--- src/rtl/tone_pkg.sv ---
// Shared state encoding, REST code and pitch table for the tone sequencer.
package tone_pkg;

    typedef enum logic [1:0] {
        IDLE = 2'd0,
        PLAY = 2'd1,
        GAP  = 2'd2
    } state_t;

    localparam logic [5:0] REST_IDX    = 6'd63;
    localparam int         TABLE_NOTES = 28;

    // Chromatic C4..D#6, equal temperament rounded to whole Hz
    function automatic int unsigned pitch_hz(input logic [5:0] idx);
        case (idx)
            6'd0:    return 262;
            6'd1:    return 277;
            6'd2:    return 294;
            6'd3:    return 311;
            6'd4:    return 330;
            6'd5:    return 349;
            6'd6:    return 370;
            6'd7:    return 392;
            6'd8:    return 415;
            6'd9:    return 440;
            6'd10:   return 466;
            6'd11:   return 494;
            6'd12:   return 523;
            6'd13:   return 554;
            6'd14:   return 587;
            6'd15:   return 622;
            6'd16:   return 659;
            6'd17:   return 698;
            6'd18:   return 740;
            6'd19:   return 784;
            6'd20:   return 831;
            6'd21:   return 880;
            6'd22:   return 932;
            6'd23:   return 988;
            6'd24:   return 1047;
            6'd25:   return 1109;
            6'd26:   return 1175;
            6'd27:   return 1245;
            default: return 0;
        endcase
    endfunction

    function automatic logic [31:0] half_period(input logic [5:0] idx, input int unsigned clk_hz);
        int unsigned f;
        f = pitch_hz(idx);
        if (f == 0) return 32'd0;
        return 32'(clk_hz / (2 * f));
    endfunction

endpackage

--- src/rtl/tick_divider.sv ---
// Free-running down-counter producing a one-cycle tick every DIV clocks.
// A clear reloads the count so the first tick lands exactly DIV cycles later.
module tick_divider #(
    parameter int unsigned DIV = 1000
) (
    input  logic clk,
    input  logic reset,
    input  logic i_clear,
    output logic o_tick
);

    localparam int               CNT_W = (DIV > 1) ? $clog2(DIV) : 1;
    localparam logic [CNT_W-1:0] LOAD  = CNT_W'(DIV - 1);

    logic [CNT_W-1:0] r_cnt;

    always_ff @(posedge clk or posedge reset) begin
        if (reset) begin
            r_cnt <= '0;
        end else if (i_clear || (r_cnt == '0)) begin
            r_cnt <= LOAD;
        end else begin
            r_cnt <= r_cnt - CNT_W'(1);
        end
    end

    assign o_tick = (r_cnt == '0);

endmodule

--- src/rtl/tone_sequencer.sv ---
// Timed note player: handshake-accepted notes become a 50% square wave for
// note_dur ms, followed by a fixed silent gap and a one-cycle note_done pulse.
//
// state | meaning
// IDLE  | waiting for a request, note_ready high
// PLAY  | tone (or silence for REST/invalid) for note_dur ms
// GAP   | articulation silence for GAP_MS ms
module tone_sequencer
    import tone_pkg::*;
#(
    parameter int unsigned CLK_HZ    = 50_000_000,
    parameter int unsigned NUM_NOTES = 28,
    parameter int          DUR_W     = 12,
    parameter int unsigned GAP_MS    = 10
) (
    input  logic             clk,
    input  logic             reset,
    input  logic             note_valid,
    output logic             note_ready,
    input  logic [5:0]       note_idx,
    input  logic [DUR_W-1:0] note_dur,
    input  logic             stop,
    output logic             sound,
    output logic             busy,
    output logic             note_done
);

    localparam int unsigned      MS_DIV   = CLK_HZ / 1000;
    localparam int               MS_W     = (DUR_W > 16) ? DUR_W : 16;
    localparam logic [MS_W-1:0]  GAP_LOAD = MS_W'(GAP_MS);

    state_t            r_state, w_state_nxt;
    logic              w_accept, w_done_nxt, w_clear, w_tick;
    logic [MS_W-1:0]   r_ms;
    logic [31:0]       r_hp, r_hp_cnt;
    logic              r_sound, r_busy, r_ready, r_done;
    logic [31:0]       w_hp_tab [64];

    // Constant half-period per index; out-of-range indices and REST stay silent
    for (genvar g = 0; g < 64; g++) begin : g_hp
        if (g < NUM_NOTES) begin : g_note
            assign w_hp_tab[g] = half_period(6'(g), CLK_HZ);
        end else begin : g_rest
            assign w_hp_tab[g] = 32'd0;
        end
    end

    tick_divider #(.DIV(MS_DIV)) u_ms_tick (
        .clk     (clk),
        .reset   (reset),
        .i_clear (w_clear),
        .o_tick  (w_tick)
    );

    always_ff @(posedge clk or posedge reset) begin
        if (reset) begin
            r_state <= IDLE;
        end else begin
            r_state <= w_state_nxt;
        end
    end

    always_comb begin
        w_state_nxt = r_state;
        w_accept    = 1'b0;
        w_done_nxt  = 1'b0;
        case (r_state)
            IDLE: begin
                if (note_valid && !stop) begin
                    w_accept = 1'b1;
                    if (note_dur != '0) begin
                        w_state_nxt = PLAY;
                    end else if (GAP_MS != 0) begin
                        w_state_nxt = GAP;
                    end else begin
                        w_done_nxt = 1'b1;
                    end
                end
            end
            PLAY: begin
                if (stop) begin
                    w_state_nxt = IDLE;
                end else if (w_tick && (r_ms == MS_W'(1))) begin
                    if (GAP_MS != 0) begin
                        w_state_nxt = GAP;
                    end else begin
                        w_state_nxt = IDLE;
                        w_done_nxt  = 1'b1;
                    end
                end
            end
            GAP: begin
                if (stop) begin
                    w_state_nxt = IDLE;
                end else if (w_tick && (r_ms == MS_W'(1))) begin
                    w_state_nxt = IDLE;
                    w_done_nxt  = 1'b1;
                end
            end
            default: w_state_nxt = IDLE;
        endcase
    end

    // Restart the ms phase on every entry into a timed state
    assign w_clear = (w_state_nxt != r_state) && (w_state_nxt != IDLE);

    always_ff @(posedge clk or posedge reset) begin
        if (reset) begin
            r_ms <= '0;
        end else if ((w_state_nxt == PLAY) && (r_state != PLAY)) begin
            r_ms <= MS_W'(note_dur);
        end else if ((w_state_nxt == GAP) && (r_state != GAP)) begin
            r_ms <= GAP_LOAD;
        end else if ((r_state != IDLE) && w_tick) begin
            r_ms <= r_ms - MS_W'(1);
        end
    end

    always_ff @(posedge clk or posedge reset) begin
        if (reset) begin
            r_hp     <= '0;
            r_hp_cnt <= '0;
            r_sound  <= 1'b0;
        end else begin
            if (w_accept) begin
                r_hp <= w_hp_tab[note_idx];
            end
            if ((w_state_nxt != PLAY) || (r_state != PLAY) || (r_hp == '0)) begin
                r_hp_cnt <= '0;
                r_sound  <= 1'b0;
            end else if (r_hp_cnt == (r_hp - 32'd1)) begin
                r_hp_cnt <= '0;
                r_sound  <= ~r_sound;
            end else begin
                r_hp_cnt <= r_hp_cnt + 32'd1;
            end
        end
    end

    always_ff @(posedge clk or posedge reset) begin
        if (reset) begin
            r_busy  <= 1'b0;
            r_ready <= 1'b1;
            r_done  <= 1'b0;
        end else begin
            r_busy  <= (w_state_nxt != IDLE);
            r_ready <= (w_state_nxt == IDLE);
            r_done  <= w_done_nxt;
        end
    end

    assign note_ready = r_ready;
    assign busy       = r_busy;
    assign sound      = r_sound;
    assign note_done  = r_done;

endmodule

--- config.mk ---
export PLATFORM = sky130hd
export DESIGN_NAME = tone_sequencer
export DESIGN_NICKNAME = d
export VERILOG_FILES = /design/src/rtl/tone_pkg.sv /design/src/rtl/tick_divider.sv /design/src/rtl/tone_sequencer.sv
export SDC_FILE = /design/constraint.sdc
export NUM_CORES = 1
export LEC_CHECK = 0
export BUFFER_PORTS_ARGS = -buffer_cell sky130_fd_sc_hd__buf_2
export CORE_UTILIZATION = 50
export CTS_CLUSTER_DIAMETER = 60
export CTS_CLUSTER_SIZE = 40
export DETAILED_ROUTE_END_ITERATION = 8
export PLACE_DENSITY = 0.7
export SYNTH_ARGS = -nofsm -noshare
export SYNTH_HDL_FRONTEND = slang
export SYNTH_HIERARCHICAL = 1
export SYNTH_SLANG_ARGS = --single-unit
--- constraint.sdc ---
create_clock -name clk -period 4.34 [get_ports clk]
set_clock_uncertainty 0.15 [all_clocks]
set_input_delay 0.651 -clock clk [delete_from_list [all_inputs] [get_ports clk]]
set_output_delay 0.651 -clock clk [all_outputs]
set_load 0.02 [all_outputs]
* After elaboration in Yosys (flattened, before gate mapping)
Memories as Yosys holds them, arrays and structs flattened. A register that Yosys moved wholly into a read port is not among the register bits. Cells that the tools add are included.
Storage, ports and cells: flip-flop bits (word level) 70, bits in read-only memories 2048, bits of input ports 22, output and inout bits 4, word-level logic and storage cells 64, memories kept 1
Operators by class: add/sub/neg operators 4, equal/unequal tests 10, muxes and demuxes 20, bitwise operators 2, reductions and logical operators 19
Memory list:
- (no name shown) | words 64, width 32, read ports 1, clocked after memory_dff 1, write ports 0, RTL line tone_sequencer.sv:126 | r_hp <= w_hp_tab[note_idx];
Operator list (count):
- $mux 16 | 4
- $mux 32 | 2
- $add 32x1->32 const B | 1
- $eq 32x32->1 | 1
- $logic_not 32->1 | 1
- $sub 16x1->16 const B | 2
- $sub 32x1->32 const B | 1
- $eq 16x1->1 const B | 1
- $logic_not 16->1 | 1
- $mux 2 | 6
- $reduce_bool 12->1 | 1
- $mux 1 | 7
- $not 6->7 | 1
- $logic_and 1x1->1 | 6
- $pmux 2 s3 | 1
- $reduce_bool 2->1 | 3
- $eq 2x1->1 const B | 2
- $eq 2x2->1 const B | 2
- $logic_not 2->1 | 2
- $ne 2x1->1 const B | 2
- $logic_or 1x1->1 | 3
- $reduce_bool 3->1 | 1
- $ne 2x2->1 | 1
- $ne 2x2->1 const B | 1
- other kinds (2) | 2

* Depth between registers and ports, before layout
depth in word-level cells 9, mapped depth 12, mapped depth without buffers 11

* Cells and area by module
Netlist, hierarchy kept.
By module, submodules not included:
- tone_sequencer | instances 1, cells each 619, area an instance 5093.6 um2, sequential area each 1778.0 um2
- tick_divider | instances 1, cells each 78, area an instance 853.3 um2, sequential area each 400.4 um2

* Worst setup path before layout
Ideal clock, no wire load.
kind register to register, start register r_hp[0], end register r_hp_cnt[2], library setup time 140 ps, data arrival time 2747 ps, required time 4050 ps, setup slack 1303 ps, stages on the path, launching flop included 11, path buffers 1, clock period less this slack 3037 ps, cells stage by stage dfrtp_1 inv_1 ha_1 nor4b_2 nand4_1 or3_2 a222oi_1 o2111ai_1 nor4_2 buf_2 nor3_1
Between the ends: cells in the longest elaborated chain, start to end 4, elaborated cells between the ends (all ways) 6, those cells by class 1 x add/sub; 1 x eq/ne; 2 x mux; 2 x reduce/logical
RTL lines:
- start, declared | RTL line tone_sequencer.sv:35 | logic [31:0] r_hp, r_hp_cnt;
- $sub 32x1->32 | RTL line tone_sequencer.sv:131 | end else if (r_hp_cnt == (r_hp - 32'd1)) begin
- $eq 32x32->1 | RTL line tone_sequencer.sv:131
- $mux 32 | RTL line tone_sequencer.sv:131
- $mux 32 (*) | RTL line tone_sequencer.sv:128 | if ((w_state_nxt != PLAY) || (r_state != PLAY) || (r_hp == '0)) begin
- end signal, assigned | RTL line tone_sequencer.sv:135 | r_hp_cnt <= r_hp_cnt + 32'd1;
- end, declared | RTL line tone_sequencer.sv:35
Mark *: on every way between the ends. The rest lies on a longest branch, timed or not. A chain may end at the register's enable or synchronous reset.

* Worst setup path in the final report
start register r_hp[0], end register r_hp_cnt[14]
Same word-level chain as after synthesis.

==> results.yml <==
run_status:
  outcome: "complete, but fails checks"
  violations: "design-rule violations"
critical_path:
  r2r_end: "r_hp_cnt[14]"
  cp_cell_sequence: "inv_1, ha_1, nor4b_2, nand4_1, or3_2, a222oi_1, o2111ai_1, nor4_4, buf_4, nor3_1"
  critPathMaxStageDelay_ns: 0.53
  cp.required_ns: 4.40
  r2r_setup_slack_ns: 0.76
  crit_path_top_delay_cell: "or3_2"
  r2r_cells: 10
  critPathMaxFanout: 32
  r2r_start: "r_hp[0]"
  endpoint_kind: "register"
  worst-setup-path-type: "register to register"
  crit_path_start_kind: "register"
  crit_arrival_ns: 3.64
layout:
  final_layout_size_suffix_gt1_share_pct: 12.41
  n_antenna_cell: 0
  nNetsFinal: 734
  fillCellCount: 1079
  synthToLayoutAreaGrowth_pct: 9.068
logic_synthesis:
  synth.area.top_cells: "dfrtp_1 (36%), xor2_1 (5.6%), nor3_1 (4.5%)"
  ys_seq_area_share_pct: 36.63
  synth_area_um2: 5947
  yosys-top-cells-count: "dfrtp_1 (86), nand2_1 (68), nor3_1 (53), nor2_1 (50), a21oi_1 (42)"
  syn_inst: 697
  synth_fp_nets: 735
  synth_area_leader_cell: "dfrtp_1"
  ys.flop_type: "dfrtp_1"
  synth_edf_count: 0
  ys_warn_count: 6
  yosysMostFrequentCell: "dfrtp_1"
  syn_area_per_cell_um2: 8.532
  netlist-cell-type-count: 79
  async_reset_ff_share_pct: 100.0
  synth_top_area_share_pct: 36.19
  ys_ff_latch: 87
cts:
  tritoncts: "built"
  post_cts_buffers: 0
  ctsResizeCount: 0
  cts-root-buf: "clkbuf_16"
  cts-buffers-inserted: 9
  holdBufCountCts: 0
  cts_buffer_depth: 2
  numClockSinks: 87
  clock_latency_ns: 0.34
  clkTransAtPathRegs_ns: 0.06
  cts_max_level: 3
die:
  die_w_um: 111.1
  initial_utilization_pct: 51.64
  io_pins: 26
  design.die.area_um2: 12330
  die_y_um: 111.1
  rows: 39
  coreArea_um2: 11520
flow_run:
  maxCapViolations: 0
sta:
  finalCritPeriodShare_pct: 82.39
  finalMaxSlewViolations: 0
  grt_setup_unrepaired: "false"
  period_needed_ns: 3.576
  final_hold_viol_count: 0
  max_slew_margin_pct: 43.28
  setup_tns_ns: 0
  fmax_ghz: 0.2797
  setup-violations-final: 0
  worstMarginPinSlew_ns: 0.8431
global_route:
  first_global_vias: 4991
  gr-usage-all-layers_pct: 24.27
  grt_max_degree: 48
  grt_pass1_wl_um: 24380
  antenna_found_initial: 0
  overflow: 0
power:
  p_total_w: 0.002501
  irDropWorstVdd_v: 0.0002030
  power_density_nw_per_um2: 385.6
  p_leak_nw: 2.647
route:
  routed_via_density: 6.241
  routed_wirelength_um: 14270
  ant_nets: 0
  vias: 5267
  drtIter0Drc: 407
  route.detailed.drc: 2
  drtPass1Iterations: 7
  post_drt_wl_per_cell_um: 16.91
place:
  port_buffers: 25
  gp_congestion: 0.9005
  place_hpwl_um: 10300
min_path:
  hp-class: "input pin to asynchronous set/reset pin"
==> cells in the final DEF (no fill, tap or decap), drive strengths merged, types with 9 or more instances in the layout <==
cell type / instances
nor4: 20
nor2: 57
nand2: 68
nand2b: 10
nor3: 53
a21oi: 43
o21ai: 34
dfrtp: 86
clkbuf: 9
nand3: 28
inv: 21
or3: 11
ha: 16
buf: 31
xnor2: 24
nand4: 12
xor2: 38
==> layout make-up <==
cell class              instances  area (um^2)  share of cell area (%)
clock inverters                 7        135.1                   2.083
repair buffers                 31        170.2                   2.623
multi-input cells             546         3520                   54.26
inverters                      21        78.83                   1.215
clock buffers                   9        225.2                   3.472
flip-flops and latches         87         2178                   33.58
well taps                     143        178.9                   2.758
==> report_power, final <==
| part | leakage [nW] | internal [W] | total [W] | switching [W] |
|---|---|---|---|---|
| clock network | 0.179 | 0.000617 | 0.000937 | 0.000320 |
| logic | 1.32 | 0.000232 | 0.000565 | 0.000332 |
| registers | 1.14 | 0.000883 | 0.00100 | 0.000116 |
| total | 2.65 | 0.00173 | 0.00250 | 0.000768 |
==> stage by stage <==
step	std cells	hold WS, ns	instance area [um^2]	utilization [%]	setup slack, ns
after floorplan	697	0.3008	5947	-	1.303
after global placement	828	0.3244	6126	53.19	0.9795
after detailed placement	828	0.3324	6126	53.19	0.8308
after CTS	844	0.2202	6486	56.32	0.8201
after global routing	844	0.2619	6486	56.32	0.4803
final	844	0.2071	6486	56.32	0.7644
==> worst max path at each step <==
stage	startpoint	endpoint	slack [ns]	cells past startpoint
finish	r_hp[0]	r_hp_cnt[14]	0.76	10
global route	u_ms_tick/r_cnt[0]	r_ms[3]	0.48	12
CTS	r_hp[0]	r_hp_cnt[7]	0.82	10
detailed placement	r_hp[0]	r_hp_cnt[2]	0.83	10
global placement	r_hp[0]	r_hp_cnt[1]	0.98	10
floorplan	r_hp[0]	r_hp_cnt[2]	1.30	10
==> layer usage <==
metal / part of all wire (%) / vias to the layer above / global-route usage [%]
met5: 0 / - / 0
met4: 1.5 / 0 / 8.198
met3: 5.1 / 18 / 4.265
met2: 47 / 162 / 38.32
met1: 46 / 2553 / 33.73
li1: - / 2534 / -
==> logic make-up (layout without fill, tap and decap cells) <==
group,after synthesis,in the layout,synth area share [%]
AOI/OAI and AO/OA,157,157,17.46
xor gates and xnor gates,62,62,9.131
adders and majority gates,16,16,3.366
buffers and inverters,64,68,4.523
DFF,87,87,36.63
muxes,4,4,0.9047
and+or+nand+nor,307,307,27.98
==> critical path: cells and delay by family (launching register included) <==
family / cells / cell delay [ns]
AND/OR/NAND/NOR: 5 / 1.56
flip-flops: 1 / 0.43
AO/OA/AOI/OAI: 2 / 0.66
adder cells (fa/ha/maj): 1 / 0.19
buffers and inverters: 2 / 0.44
==> sequential cells by signal, summed over array words and instances (netlist names) <==
name / flops
r_hp_cnt: 32
r_hp: 17
r_ms: 16
u_ms_tick/r_cnt: 16
r_state: 2
busy: 1
note_done: 1
note_ready: 1
sound: 1
No activity file was read; power rests on OpenSTA's default activity.
